===== src/rtl/mult_pkg.sv =====
// Shared definitions for the multiplier result memory and its block reader.
package mult_pkg;
  localparam int MEM_DEPTH  = 64;
  localparam int MEM_ADDR_W = 6;

  typedef enum logic [1:0] {
    IDLE    = 2'd0,
    REQ     = 2'd1,
    COLLECT = 2'd2,
    DONE    = 2'd3
  } reduce_state_t;
endpackage


===== src/rtl/reduce_acc.sv =====
// Running sum/min/max/count over one block of streamed words.
module reduce_acc #(
  parameter int N     = 32,
  parameter int DEPTH = 64,
  localparam int CNT_W = $clog2(DEPTH) + 1,
  localparam int SUM_W = N + $clog2(DEPTH)
) (
  input  logic             CLK,
  input  logic             RST_N,
  input  logic             clr,
  input  logic             acc_en,
  input  logic [N-1:0]     data,
  output logic [SUM_W-1:0] sum,
  output logic [N-1:0]     min_val,
  output logic [N-1:0]     max_val,
  output logic [CNT_W-1:0] count
);
  logic [SUM_W-1:0] sum_reg;
  logic [N-1:0]     min_reg;
  logic [N-1:0]     max_reg;
  logic [CNT_W-1:0] count_reg;

  always_ff @(posedge CLK or negedge RST_N) begin
    if (!RST_N) begin
      sum_reg   <= '0;
      min_reg   <= '1;
      max_reg   <= '0;
      count_reg <= '0;
    end else if (clr) begin
      sum_reg   <= '0;
      min_reg   <= '1;
      max_reg   <= '0;
      count_reg <= '0;
    end else if (acc_en) begin
      sum_reg   <= sum_reg + SUM_W'(data);
      // The first word of a block seeds both extremes.
      if (count_reg == '0 || data < min_reg) min_reg <= data;
      if (count_reg == '0 || data > max_reg) max_reg <= data;
      count_reg <= count_reg + CNT_W'(1);
    end
  end

  assign sum     = sum_reg;
  assign min_val = min_reg;
  assign max_val = max_reg;
  assign count   = count_reg;
endmodule


===== src/rtl/block_reduce_reader.sv =====
// Requests a block from the multiplier memory, reduces the streamed words and
// presents one sum/min/max/count record on a valid/ready handshake.
module block_reduce_reader
  import mult_pkg::*;
#(
  parameter int N     = 32,
  parameter int DEPTH = MEM_DEPTH,
  localparam int CNT_W = $clog2(DEPTH) + 1,
  localparam int SUM_W = N + $clog2(DEPTH)
) (
  input  logic             CLK,
  input  logic             RST_N,
  input  logic             EN_reduce,
  input  logic             VALID_memVal,
  input  logic [N-1:0]     memVal_data,
  output logic             EN_blockRead,
  output logic             VALID_result,
  input  logic             RDY_result,
  output logic [SUM_W-1:0] result_sum,
  output logic [N-1:0]     result_min,
  output logic [N-1:0]     result_max,
  output logic [CNT_W-1:0] result_count,
  output logic             ERR_short
);
  reduce_state_t    state_reg, state_next;
  logic             err_reg, err_next;
  logic             clr, acc_en, last_word;
  logic [SUM_W-1:0] acc_sum;
  logic [N-1:0]     acc_min, acc_max;
  logic [CNT_W-1:0] acc_count;

  reduce_acc #(.N(N), .DEPTH(DEPTH)) u_acc (
    .CLK     (CLK),
    .RST_N   (RST_N),
    .clr     (clr),
    .acc_en  (acc_en),
    .data    (memVal_data),
    .sum     (acc_sum),
    .min_val (acc_min),
    .max_val (acc_max),
    .count   (acc_count)
  );

  // The word being accepted this cycle completes the block.
  assign last_word = (acc_count == CNT_W'(DEPTH - 1));

  always_ff @(posedge CLK or negedge RST_N) begin
    if (!RST_N) begin
      state_reg <= IDLE;
      err_reg   <= 1'b0;
    end else begin
      state_reg <= state_next;
      err_reg   <= err_next;
    end
  end

  always_comb begin
    state_next = state_reg;
    err_next   = err_reg;
    clr        = 1'b0;
    acc_en     = 1'b0;
    case (state_reg)
      IDLE: begin
        clr      = 1'b1;
        err_next = 1'b0;
        if (EN_reduce) state_next = REQ;
      end
      REQ: begin
        // Data already streaming takes priority over a late disarm.
        if (VALID_memVal) begin
          acc_en     = 1'b1;
          state_next = last_word ? DONE : COLLECT;
        end else if (!EN_reduce) begin
          state_next = IDLE;
        end
      end
      COLLECT: begin
        if (VALID_memVal) begin
          acc_en = 1'b1;
          if (last_word) state_next = DONE;
        end else begin
          state_next = DONE;
          err_next   = 1'b1;
        end
      end
      DONE: begin
        if (RDY_result) state_next = IDLE;
      end
      default: state_next = IDLE;
    endcase
  end

  assign EN_blockRead = (state_reg == REQ);
  assign VALID_result = (state_reg == DONE);
  assign result_sum   = VALID_result ? acc_sum   : '0;
  assign result_min   = VALID_result ? acc_min   : '0;
  assign result_max   = VALID_result ? acc_max   : '0;
  assign result_count = VALID_result ? acc_count : '0;
  assign ERR_short    = err_reg;
endmodule


===== config.mk =====
export PLATFORM = sky130hd
export DESIGN_NAME = block_reduce_reader
export DESIGN_NICKNAME = d
export VERILOG_FILES = /design/src/rtl/mult_pkg.sv /design/src/rtl/reduce_acc.sv /design/src/rtl/block_reduce_reader.sv
export SDC_FILE = /design/constraint.sdc
export NUM_CORES = 1
export LEC_CHECK = 0
export CORE_ASPECT_RATIO = 1.4
export CORE_MARGIN = 2
export CORE_UTILIZATION = 58
export DETAILED_ROUTE_END_ITERATION = 8
export PLACE_DENSITY = 0.91
export SLEW_MARGIN = 20
export SYNTH_ARGS = -nofsm -noshare
export SYNTH_HDL_FRONTEND = slang
export SYNTH_SLANG_ARGS = --single-unit

===== constraint.sdc =====
create_clock -name CLK -period 7 [get_ports CLK]
set_input_delay 0.7 -clock CLK [delete_from_list [all_inputs] [get_ports CLK]]
set_output_delay 0.7 -clock CLK [all_outputs]
set_load 0.02 [all_outputs]

# Yosys cells after proc, flatten, opt, wreduce, memory -nomap -nowiden

Cells that the tools add are included.

$add $sub $neg: 2
Eq/ne operators: 9
Order comparisons: 2
Reduce and logical (&&, ||, !) cells: 13
Mux-type cells: 27

Operator list:

| operator            | number |
|---|---|
| $mux 32             | 8 |
| $mux 38             | 3 |
| $add 38x32->38      | 1 |
| $gt 32x32->1        | 1 |
| $lt 32x32->1        | 1 |
| $mux 7              | 3 |
| $mux 2              | 6 |
| $pmux 2 s4          | 1 |
| $reduce_bool 2->1   | 4 |
| $add 7x1->7 const B | 1 |
| $eq 7x6->1 const B  | 1 |
| $logic_not 7->1     | 1 |
| $ne 3x3->1 const B  | 2 |
| $reduce_and 2->1    | 3 |
| $mux 1              | 5 |
| $eq 2x2->1 const B  | 2 |
| $ne 2x2->1 const B  | 2 |
| $reduce_and 4->1    | 1 |
| $eq 2x1->1 const B  | 1 |
| $logic_not 2->1     | 1 |
| $logic_or 1x1->1    | 2 |
| $ne 2x1->1 const B  | 1 |
| $pmux 1 s2          | 1 |
| $reduce_or 2->1     | 1 |

Register bits after elaboration: 112
Input bits: 37
Output and inout bits: 112
Word-level logic and storage cells: 59

# Longest topological paths before layout

Depth after elaboration: 5
Depth in mapped cells: 13
Gate-level depth less buffers: 12

# Hierarchy

A second synthesis with hierarchy kept.

Cell total of the unflattened synthesis: 932
Area, all modules: 8,580.7 µm²

Modules (own cells, without submodules):

| module              | cells an instance | times used | seq. area each (µm²) | area an instance (µm²) |
|---|---|---|---|---|
| reduce_acc          | 781               | 1          | 2,767.7              | 7,552.2 |
| block_reduce_reader | 151               | 1          | 75.1                 | 1,028.5 |

# Least setup slack after synthesis

No wires, ideal clock.

Path kind: input to register
From: in memVal_data[0]
To: reg u_acc.sum_reg[36] (netlist: u_acc.sum[36])
Data required time: 6.875 ns
Stages: 12
Setup time: 0.125 ns
Buffers on the path: 0
Data arrival time: 2.739 ns
Path slack: 4.137 ns
Cell sequence: ha_1 inv_1 fa_1 nor2b_1 o2111ai_1 a21oi_1 o21ai_0 nand3_1 a31oi_1 o21ai_2 nand3_1 mux2_2

Word-level cells in the longest chain between the ends: 3

RTL lines:

| element              | line                      | RTL |
|---|---|---|
| start, declared      | block_reduce_reader.sv:15 | `input logic [N-1:0] memVal_data,` |
| $add 38x32->38       | reduce_acc.sv:35          | `sum_reg <= sum_reg + SUM_W'(data);` |
| $mux 38              | reduce_acc.sv:34          | `end else if (acc_en) begin` |
| $mux 38              | reduce_acc.sv:29          | `end else if (clr) begin` |
| end signal, assigned | reduce_acc.sv:35          |  |
| end, declared        | reduce_acc.sv:18          | `logic [SUM_W-1:0] sum_reg;` |

No other way between the ends. The select of a mux whose other input is x is not followed.
A chain may end at the register's enable or synchronous reset.

# Worst setup path after layout

Ends and elaborated chain as after synthesis.

==> summary.md <==
The run finished with clean final reports. The congestion estimate from routability-driven global placement came to 0.927. The floorplan has 51 rows.

The die outline width was 105 um; the number of I/O pins was 149. The share of layout cells above drive strength 1 is 0.0660, and the buffer depth of the longest clock path is 2. The reported net switching power was 1.89 mW; the signed area change from the synthesized netlist to the final layout was 22.5%. The clock drives 112 sinks. The time the final worst path needs with I/O delays and setup was 3.76 ns. The most repeated cell in the gate-level netlist after synthesis was sky130_fd_sc_hd__nor2_1. The worst hold slack is 0.327 ns, and the number of warnings reported in the yosys synthesis log is 0. Critical path launch point type: a primary input. Synthesis inferred 112 register bits. The global-route total usage across every layer came out at 0.310. The tools report the post-synthesis cell count as 933.

In this run the power density over the cells is 410 nW/um^2. The net count of the finished layout is 1195. The number of flip-flops under the largest register name is 38, and the setup slack after layout is 3.24 ns. The sequential area share after synthesis is 0.345, and the maximum fanout along the worst path is 5. The leftover overflow at the end of global routing is 0. The number of H-tree levels came out at 3. The switching share of power was 0.457.

The layout has 1028 filler cells. The run gives 0 as the count of unresolved DRC violations after routing. The portion of total power attributed to combinational logic was 0.593. The share of total power in sequential cells came out at 0.278. The number of nets handed over by synthesis was 1072. The final number of max-transition violations was 0; the data arrival time of the critical path was 4.00 ns. STA puts the critical path data required time at 7.24 ns. The first global-routing pass estimated 38500 um of wire. The via density per instance was 6.17; the pin count of the biggest net entering global routing was 71.

The count of buffers added on input and output ports is 148. Setup repair after global routing left no endpoint under its margin. The number of buffers inserted by hold repair at cts is 0, and the count of final setup violators is 0. In this run the remaining antenna-violating nets after routing total 0.

By area the synthesized netlist is led by sky130_fd_sc_hd__dfrtp_1 24%, sky130_fd_sc_hd__ha_1 15%, sky130_fd_sc_hd__dfstp_2 10%. The leading register cell type out of synthesis was sky130_fd_sc_hd__dfrtp_1. For the via count of the first global-routing pass, the log shows 7842.

TritonCTS built the clock tree. The tools report the number of antenna violations at the first check in global routing as 0. The root buffer cell chosen for the clock tree is sky130_fd_sc_hd__clkbuf_16. The clock-pin slew reported for the worst setup and hold paths after clock tree synthesis was 0.07 ns. The number of diodes added for antenna fixing was 0.

The capturing element type of the critical path was a flip-flop. The later pin in the worst-skew pair is clocked with a latency of 0.36 ns. The number of different library cells used by synthesis comes to 61.

Starting density of the core: 0.593. Detailed placement finished with a half-perimeter wire length of 17200 um. The average footprint of a synthesized cell was 8.84 sq um; the leakage dissipation was 4.78 nW. On the final layout, the worst clock skew is 0.0116 ns.

For the normalized max-slew margin, the log shows 0.365. The class of the most critical hold timing path was in -> async. For the clock share of power, the log shows 0.129. The logs give 2.25 mW for the internal power consumption and 4.15 mW for the power consumption.

The routed length per instance came out at 18.9 um. The region available for standard cell placement spans 13900 sq um. For the final routed database, the setup TNS stands at 0 ns.

In this run the vertical extent of the chip is 145 um. After detailed routing, the total wire length is 23500 um. The number of hold violations in the final report was 0; the worst-margin pin slew was 0.950 ns. The first detailed-routing pass ran for 6 iterations. The logs give 0 for the number of gates given a new drive strength after cts and 9 for the number of buffers created by CTS.

Before CTS, the worst setup slack after placement is 2.90 ns. The tool flagged a number of max-cap violations equal to 0. The number of enable-type register cells in the synthesized netlist was 0; the portion of the clock cycle consumed by the worst path in the final layout was 0.537. The worst-case IR drop observed on VDD is 0.000285 V. The die covers 15200 sq um. Fmax: 0.266 GHz. After synthesis the cells add up to 8250 sq um.

For this block, the via count after detailed routing is 7685. The top cell type by total area after synthesis was sky130_fd_sc_hd__dfrtp_1. By count the netlist is led by 103 x sky130_fd_sc_hd__nor2_1, 101 x sky130_fd_sc_hd__ha_1, 84 x sky130_fd_sc_hd__inv_1. For the number of violations reported at the end of detailed-routing iteration 0, the log shows 456. The share of async-settable or async-resettable flops after synthesis came out at 1.00. The setup path with the least slack is of type in -> reg. The area fraction of the dominant cell type after synthesis is 0.243, and the number of buffers added for setup after CTS is 0.
-- per-stage QoR --
step	cells	cell area, sq um	utilization
final	1246	10100	0.726
after floorplan	933	8250	-
after CTS	1246	10100	0.726
after global routing	1246	10100	0.726
after detailed placement	1230	9800	0.705
after global placement	1230	9800	0.705
-- path summary, 6_finish.rpt --
kind / cells after the start / to / startpoint / slack (ns)
min reg2reg: 1 / u_acc.max_val[22] / u_acc.max_val[22] / 0.51
min in group CLK: 1 / u_acc.max_val[22] / u_acc.max_val[22] / 0.51
min: 1 / u_acc.sum[2] / RST_N / 0.33
max: 13 / u_acc.sum[36] / memVal_data[0] / 3.24
max reg2reg: 9 / u_acc.min_val[24] / u_acc.min_val[5] / 3.77
max in group asynchronous: 2 / u_acc.max_val[24] / RST_N / 5.39
-- worst max-delay path, stage by stage --
cell and delay [ns]:
sky130_fd_sc_hd__clkdlybuf4s50_1 0.62, sky130_fd_sc_hd__ha_1 0.22, sky130_fd_sc_hd__inv_1 0.06, sky130_fd_sc_hd__fa_1 0.37
sky130_fd_sc_hd__nor2b_1 0.22, sky130_fd_sc_hd__o2111ai_1 0.20, sky130_fd_sc_hd__a21oi_1 0.35, sky130_fd_sc_hd__o21ai_0 0.19
sky130_fd_sc_hd__nand3_1 0.18, sky130_fd_sc_hd__a31oi_1 0.19, sky130_fd_sc_hd__o21ai_2 0.31, sky130_fd_sc_hd__nand3_1 0.12
sky130_fd_sc_hd__mux2_2 0.28
-- cell type report --
type,count,area (sq um),share of cell area
flip-flops and latches,112,2840,0.281
multi-input cells,693,4880,0.483
repair buffers,155,1530,0.152
clock buffers,14,264,0.0261
inverters,85,319,0.0316
well taps,185,231,0.0229
clock inverters,2,37.5,0.00371
-- layout by cell type (no fill, tap or decap), drive strengths merged, types with 11 or more instances in the layout --
cell type / instances
dfstp: 32
a21o: 42
nand2: 67
dfrtp: 80
clkdlybuf4s50: 147
nand3: 16
and2: 46
clkbuf: 14
ha: 101
nand4: 22
inv: 85
o21ai: 26
a21oi: 76
o22a: 33
xor2: 11
xnor2: 23
nor2: 103
a22o: 38
-- layer usage --
layer | GRT usage | vias up | share of wire
met2 | 0.526 | 393 | 0.49
li1 | - | 3530 | -
met3 | 0.0449 | 109 | 0.070
met5 | 0 | - | 0
met1 | 0.376 | 3653 | 0.38
met4 | 0.170 | 0 | 0.055
-- power by group through the flow --
| stage | sequential [mW] | clock [mW] | combinational [mW] |
|---|---|---|---|
| after detailed placement | 1.16 | 0 | 2.40 |
| after floorplan | 1.10 | 0 | 1.79 |
| final | 1.15 | 0.536 | 2.46 |
| after CTS | 1.15 | 0.536 | 2.43 |
| after global placement | 1.14 | 0 | 2.33 |
| after global routing | 1.18 | 0.559 | 2.69 |
-- cells by family after synthesis --
family | Yosys count | share of synthesized area
compound gates | 262 | 0.228
xor+xnor | 34 | 0.0361
fa+ha+maj | 102 | 0.156
buf+inv | 128 | 0.0644
flops | 112 | 0.345
mux | 1 | 0.00136
simple gates | 294 | 0.170
(Power assumes the default switching activity.)
